**src/rtl/register_file_mp_if.sv**
```systemverilog
// rtl/register_file_mp_if.sv - read/write bus bundle for the multi-port register file
interface register_file_mp_if #(
    parameter int WORD_SIZE   = 32,
    parameter int ADDRES      = 5,
    parameter int READ_PORTS  = 2,
    parameter int WRITE_PORTS = 2
);
    logic [READ_PORTS*ADDRES-1:0]     addres_read;
    logic [READ_PORTS*WORD_SIZE-1:0]  data_read;
    logic [WRITE_PORTS-1:0]           signal_we;
    logic [WRITE_PORTS*ADDRES-1:0]    addres_write;
    logic [WRITE_PORTS*WORD_SIZE-1:0] data_write;
    logic                             ready;
    logic                             conflict;

    modport master (
        output addres_read, signal_we, addres_write, data_write,
        input  data_read, ready, conflict
    );

    modport slave (
        input  addres_read, signal_we, addres_write, data_write,
        output data_read, ready, conflict
    );
endinterface

```
**src/rtl/register_file_mp.sv**
```systemverilog
// rtl/register_file_mp.sv - multi-port register file with clear sweep; optional REGISTER_FILE_MP_BYPASS_EN
module register_file_mp #(
    parameter int WORD_SIZE   = 32,
    parameter int DEPTH       = 32,
    parameter int ADDRES      = $clog2(DEPTH),
    parameter int READ_PORTS  = 2,
    parameter int WRITE_PORTS = 2,
    parameter int ZERO_REG    = 1
) (
    input  logic                clk,
    input  logic                rst,
    register_file_mp_if.slave   bus
);

    typedef enum logic {
        S_CLEAR = 1'b0,
        S_RUN   = 1'b1
    } state_t;

    localparam logic [ADDRES-1:0] CNT_LAST = ADDRES'(DEPTH - 1);

    logic [WORD_SIZE-1:0]           regs_q [DEPTH];
    state_t                         state_q;
    logic [ADDRES-1:0]              clear_cnt_q;
    logic                           ready_q;
    logic                           conflict_q;
    logic                           conflict_d;

    logic [ADDRES-1:0]              wr_addr [WRITE_PORTS];
    logic [WORD_SIZE-1:0]           wr_data [WRITE_PORTS];
    logic [ADDRES-1:0]              rd_addr [READ_PORTS];
    logic [WORD_SIZE-1:0]           rd_word [READ_PORTS];
    logic [READ_PORTS*WORD_SIZE-1:0] rd_flat;

    // An address is usable if it names a real register and is not the hardwired zero.
    function automatic logic addr_ok(input logic [ADDRES-1:0] a);
        addr_ok = (32'(a) < DEPTH) && !((ZERO_REG != 0) && (a == '0));
    endfunction

    // Split the packed bus fields into per-port views.
    always_comb begin
        for (int p = 0; p < WRITE_PORTS; p++) begin
            wr_addr[p] = bus.addres_write[p*ADDRES +: ADDRES];
            wr_data[p] = bus.data_write[p*WORD_SIZE +: WORD_SIZE];
        end
        for (int i = 0; i < READ_PORTS; i++) begin
            rd_addr[i] = bus.addres_read[i*ADDRES +: ADDRES];
        end
    end

    // Two or more effective writes to the same register in one cycle; dropped writes never collide.
    always_comb begin
        conflict_d = 1'b0;
        for (int p = 0; p < WRITE_PORTS; p++) begin
            for (int q = p + 1; q < WRITE_PORTS; q++) begin
                if (bus.signal_we[p] && bus.signal_we[q] &&
                    (wr_addr[p] == wr_addr[q]) && addr_ok(wr_addr[p])) begin
                    conflict_d = 1'b1;
                end
            end
        end
    end

    // Array update: sweep zeros while clearing, otherwise port writes with the highest port last so it wins.
    always_ff @(posedge clk) begin
        if (state_q == S_CLEAR) begin
            regs_q[clear_cnt_q] <= '0;
        end else begin
            for (int p = 0; p < WRITE_PORTS; p++) begin
                if (bus.signal_we[p] && addr_ok(wr_addr[p])) begin
                    regs_q[wr_addr[p]] <= wr_data[p];
                end
            end
        end
    end

    // Control FSM: clear sweep after reset, then run until the next reset.
    always_ff @(posedge clk or posedge rst) begin
        if (rst) begin
            state_q     <= S_CLEAR;
            clear_cnt_q <= '0;
            ready_q     <= 1'b0;
            conflict_q  <= 1'b0;
        end else begin
            case (state_q)
                S_CLEAR: begin
                    conflict_q <= 1'b0;
                    if (clear_cnt_q == CNT_LAST) begin
                        state_q <= S_RUN;
                        ready_q <= 1'b1;
                    end else begin
                        clear_cnt_q <= clear_cnt_q + 1'b1;
                    end
                end
                S_RUN: begin
                    conflict_q <= conflict_d;
                end
                default: begin
                    state_q     <= S_CLEAR;
                    clear_cnt_q <= '0;
                    ready_q     <= 1'b0;
                    conflict_q  <= 1'b0;
                end
            endcase
        end
    end

    // Combinational reads; zero while clearing, for register 0 (when hardwired) and out of range.
    always_comb begin
        for (int i = 0; i < READ_PORTS; i++) begin
            rd_word[i] = '0;
            if ((state_q == S_RUN) && addr_ok(rd_addr[i])) begin
                rd_word[i] = regs_q[rd_addr[i]];
`ifdef REGISTER_FILE_MP_BYPASS_EN
                for (int p = 0; p < WRITE_PORTS; p++) begin
                    if (bus.signal_we[p] && (wr_addr[p] == rd_addr[i])) begin
                        rd_word[i] = wr_data[p];
                    end
                end
`endif
            end
        end
    end

    // Repack read data onto the bus.
    always_comb begin
        rd_flat = '0;
        for (int i = 0; i < READ_PORTS; i++) begin
            rd_flat[i*WORD_SIZE +: WORD_SIZE] = rd_word[i];
        end
    end

    assign bus.data_read = rd_flat;
    assign bus.ready     = ready_q;
    assign bus.conflict  = conflict_q;

endmodule

```
**src/flat_wrapper.sv**
```systemverilog
// flat-port wrapper written by rule: the top's interface ports become plain ports
module register_file_mp_flat 
#(
    parameter int WORD_SIZE   = 32,
    parameter int DEPTH       = 32,
    parameter int ADDRES      = $clog2(DEPTH),
    parameter int READ_PORTS  = 2,
    parameter int WRITE_PORTS = 2,
    parameter int ZERO_REG    = 1
)
  (clk, rst, bus_addres_read, bus_signal_we, bus_addres_write, bus_data_write, bus_data_read, bus_ready, bus_conflict);
  register_file_mp_if #(.WORD_SIZE(WORD_SIZE), .ADDRES(ADDRES), .READ_PORTS(READ_PORTS), .WRITE_PORTS(WRITE_PORTS)) bus_i ();
  input  logic clk;
  input  logic rst;
  input wire logic [$bits(bus_i.addres_read)-1:0] bus_addres_read;
  input wire logic [$bits(bus_i.signal_we)-1:0] bus_signal_we;
  input wire logic [$bits(bus_i.addres_write)-1:0] bus_addres_write;
  input wire logic [$bits(bus_i.data_write)-1:0] bus_data_write;
  output wire logic [$bits(bus_i.data_read)-1:0] bus_data_read;
  output wire logic [$bits(bus_i.ready)-1:0] bus_ready;
  output wire logic [$bits(bus_i.conflict)-1:0] bus_conflict;
  assign bus_i.addres_read = bus_addres_read;
  assign bus_i.signal_we = bus_signal_we;
  assign bus_i.addres_write = bus_addres_write;
  assign bus_i.data_write = bus_data_write;
  assign bus_data_read = bus_i.data_read;
  assign bus_ready = bus_i.ready;
  assign bus_conflict = bus_i.conflict;
  register_file_mp #(.WORD_SIZE(WORD_SIZE), .DEPTH(DEPTH), .ADDRES(ADDRES), .READ_PORTS(READ_PORTS), .WRITE_PORTS(WRITE_PORTS), .ZERO_REG(ZERO_REG)) u_core (.clk(clk), .rst(rst), .bus(bus_i));
endmodule
```
**config.mk**
```make
export PLATFORM = sky130hd
export DESIGN_NAME = register_file_mp_flat
export DESIGN_NICKNAME = d
export VERILOG_FILES = /design/src/rtl/register_file_mp_if.sv /design/src/rtl/register_file_mp.sv /design/src/flat_wrapper.sv
export SDC_FILE = /design/constraint.sdc
export NUM_CORES = 2
export LEC_CHECK = 0
export CORE_MARGIN = 4
export CORE_UTILIZATION = 40
export DETAILED_ROUTE_END_ITERATION = 10
export HOLD_SLACK_MARGIN = 0.06
export SLEW_MARGIN = 20
export SYNTH_ARGS = -nofsm -noshare
export SYNTH_HDL_FRONTEND = slang
export SYNTH_SLANG_ARGS = --single-unit
```
**constraint.sdc**
```tcl
create_clock -name clk -period 6.51 [get_ports clk]
set_input_delay 0.9765 -clock clk [delete_from_list [all_inputs] [get_ports clk]]
set_output_delay 0.9765 -clock clk [all_outputs]
set_load 0.02 [all_outputs]
```
==> flow_summary.yaml <==
outcome:
  outcome: "complete, no violations"
route:
  wl_met3_mm: 30.83
  ant_nets: 0
  drt_first_pass_iters: 9
  via_per_inst: 6.615
  drt_iter0_markers: 7530
  wl_per_cell_um: 33.79
  routed_wl_mm: 243.1
  highest_layer: "met5"
  wl_met1_mm: 89.40
  post-route-drc-count: 0
  met2_length_mm: 107.3
  num_vias: 47590
clock_network:
  cts_buffer_depth: 3
  worstSkewPairLatency_ns: 0.76
  clock-root-buffer: "clkbuf_16"
  htreeDepth: 3
  cts_setup_buffers: 0
  path_clk_slew_ns: 0.06
  clock_sinks: 1032
  cts-buffers-inserted: 113
  cts_tree: "yes"
  post_cts_resize_count: 0
  cts_hold_buf: 0
power_and_ir_drop:
  p_sw_mw: 4.092
  worst_ir_drop_vdd_v: 0.0002436
  clockPowerShare_pct: 41.0
  p_per_area_nw_per_um2: 236.9
  power_leakage_nw: 23.25
  p_int_mw: 11.53
  pwr-share-seq_pct: 47.2
  p_sw_share_pct: 26.19
  pwr-share-comb_pct: 11.8
  power.total_mw: 15.62
timing:
  max_freq_mhz: 182.5
  min_period_over_period_pct: 84.17
  rsz0062_at_grt: "false"
  finClkSkew_ns: 0.03049
  fin_setup_tns_ns: 0
  slew_headroom_pct: 15.20
  hold_violations: 0
  setup_viol: 0
  maxSlewViolCount: 0
  period_needed_ns: 5.479
  tightest_slew_ns: 1.272
global_routing:
  grt_pass1_wl_mm: 337.9
  grt_pass1_vias: 44840
  grt-ovfl-total: 0
  grt_max_degree: 102
  antenna_found_initial: 15
  grt_usage_pct: 30.33
cells_and_area:
  num-fill-cells: 13360
  final_cell_mix: "nand2_1 (1091), edfxtp_1 (1024), o21ai_0 (906), mux2i_1 (520), mux4_2 (252)"
  drive_gt1_share_pct: 13.60
  final_common_cell: "nand2_1"
  area_delta_synth_final_pct: 10.65
  final_area_sq_um: 65930
  final_net_count: 5247
setup_path:
  crit_required_ns: 5.53
  cp_max_fo: 21
  critPathKind: "input pin to output pin"
  regToRegStartpoint: "u_core.state_q"
  startpoint_type: "input pin"
  crit_path_end_kind: "output pin"
  regToRegSetupSlack_ns: 2.78
  crit_arrival_ns: 4.50
  ff2ff_path_depth: 6
  r2r-end: "u_core.regs_q[16][7]"
yosys:
  synth_ff_type: "edfxtp_1"
  synth_area_leaders: "edfxtp_1 (52%), mux4_2 (9.5%), mux2i_1 (8.7%), o21ai_0 (7.6%), nand2_1 (6.9%)"
  synth_enable_flop_cells: 1024
  yosysSeqAreaShare_pct: 51.94
  synth_cell_types: 65
  syn_nets: 5482
  synth.ff_latch_count: 1032
  synthArstFlopShare_pct: 0.7752
  syn_area_sq_um: 59580
  syn_inst: 5392
  yosys.area.top_type: "edfxtp_1"
  yosysWarnings: 0
  synth_top_area_share_pct: 51.61
  avgSynthCellArea_sq_um: 11.05
hold_path:
  min-delay-start: "u_core.bus.ready"
  hold_path_end: "u_core.bus.ready"
  min_path_cells: 1
  hold_path.class: "register to register"
place:
  io_buffers: 153
  hpwl_mm: 139.0
  place_congestion: 0.8780
  placed_area_sq_um: 62410
floorplanning:
  die_area_sq_um: 155200
  fp-row-count: 141
  dieHeight_um: 394.0
  pin_count: 154
  start_util_pct: 40.30
  die_width_um: 394.0
  core-area_sq_um: 147800
run:
  max_cap_violations: 0
metal layers:
metal	up-vias	GRT usage (%)
met5	-	0
met4	8	16.93
met3	778	7.399
met2	3590	46.31
met1	23510	39.72
li1	19700	-
how the worst max path moves through the flow:
stage	start	end	slack [ns]	cells past startpoint
floorplan	bus_addres_write[2]	u_core.regs_q[10][0]	2.55	5
global placement	bus_addres_read[4]	bus_data_read[21]	1.19	7
detailed placement	bus_addres_read[3]	bus_data_read[0]	1.12	6
CTS	bus_addres_read[3]	bus_data_read[0]	1.12	6
global route	bus_addres_read[4]	bus_data_read[21]	1.00	7
finish	bus_addres_read[4]	bus_data_read[21]	1.03	7
registers in the layout, summed over array words and instances (netlist names):
register and count:
u_core.clear_cnt_q 5, u_core.bus.ready 1, u_core.bus.conflict 1, u_core.state_q 1
u_core.regs_q 1024
cells in the mapped netlist (all sizes together), types with 2 or more instances:
master,number
edfxtp,1024
xnor2,3
mux2i,520
nand4,59
nand2b,5
o21bai,31
a32o,7
buf,342
nand2,1102
nor4,4
or2,2
and2,6
and4,2
o21ba,3
nor3,31
a31oi,36
nor2b,10
and3,58
a32oi,12
ha,2
nor3b,4
o21ai,994
nor2,18
a21oi,98
a21o,2
nor4b,3
a22oi,249
mux4,252
dfrtp,8
xor2,5
inv,36
a2bb2oi,2
clkbuf,313
and4b,3
nand3,133
area by class of cell:
| cell class | instances | area [sq um] | share of cell area [%] |
|---|---|---|---|
| diodes | 14 | 35.03 | 0.05314 |
| clock buffers | 131 | 2905 | 4.407 |
| clock inverters | 77 | 646.9 | 0.9812 |
| inverters | 36 | 135.1 | 0.2050 |
| multi-input cells | 3669 | 26050 | 39.51 |
| flip-flops and latches | 1032 | 30950 | 46.94 |
| well taps | 1930 | 2415 | 3.663 |
| repair buffers | 305 | 2794 | 4.238 |
worst max-delay path, stage by stage:
cell and delay (ns):
clkdlybuf4s50_1 0.82, nand3_2 0.87, buf_4 0.54, a21oi_1 0.20
nand3_1 0.09, nand3_1 0.29, clkdlybuf4s50_1 0.69
cell families (layout without fill, tap and decap cells):
logic type	count (synthesis)	count (layout)	share of synthesized area [%]
DFF	1032	1032	51.94
muxes	773	773	18.28
xor gates and xnor gates	8	8	0.1176
AOI/OAI and AO/OA	1442	1442	13.61
adders and majority gates	2	2	0.04199
other	0	14	0
buffers and inverters	691	549	5.575
and+or+nand+nor	1444	1444	10.43
power by group through the flow:
stage	combinational (mW)	clock (mW)	sequential, mW
2_1_floorplan	1.07	0	7.52
3_3_place_gp	1.78	0	7.52
3_5_place_dp	1.80	0	7.52
4_1_cts	1.80	6.40	7.38
5_1_grt	1.91	6.67	7.38
6_report	1.84	6.41	7.38
through the flow:
| stage | util, % | hold slack (ns) | worst slack (ns) | std cells |
|---|---|---|---|---|
| 2_1_floorplan | - | 0.5421 | 2.553 | 5392 |
| 3_3_place_gp | 42.21 | 0.4419 | 1.189 | 6970 |
| 3_5_place_dp | 42.21 | 0.4591 | 1.121 | 6972 |
| 4_1_cts | 44.62 | 0.4694 | 1.124 | 7180 |
| 5_1_grt | 44.58 | 0.4823 | 1.003 | 7183 |
| 6_report | 44.59 | 0.4650 | 1.031 | 7194 |
(Power assumes the default switching activity.)
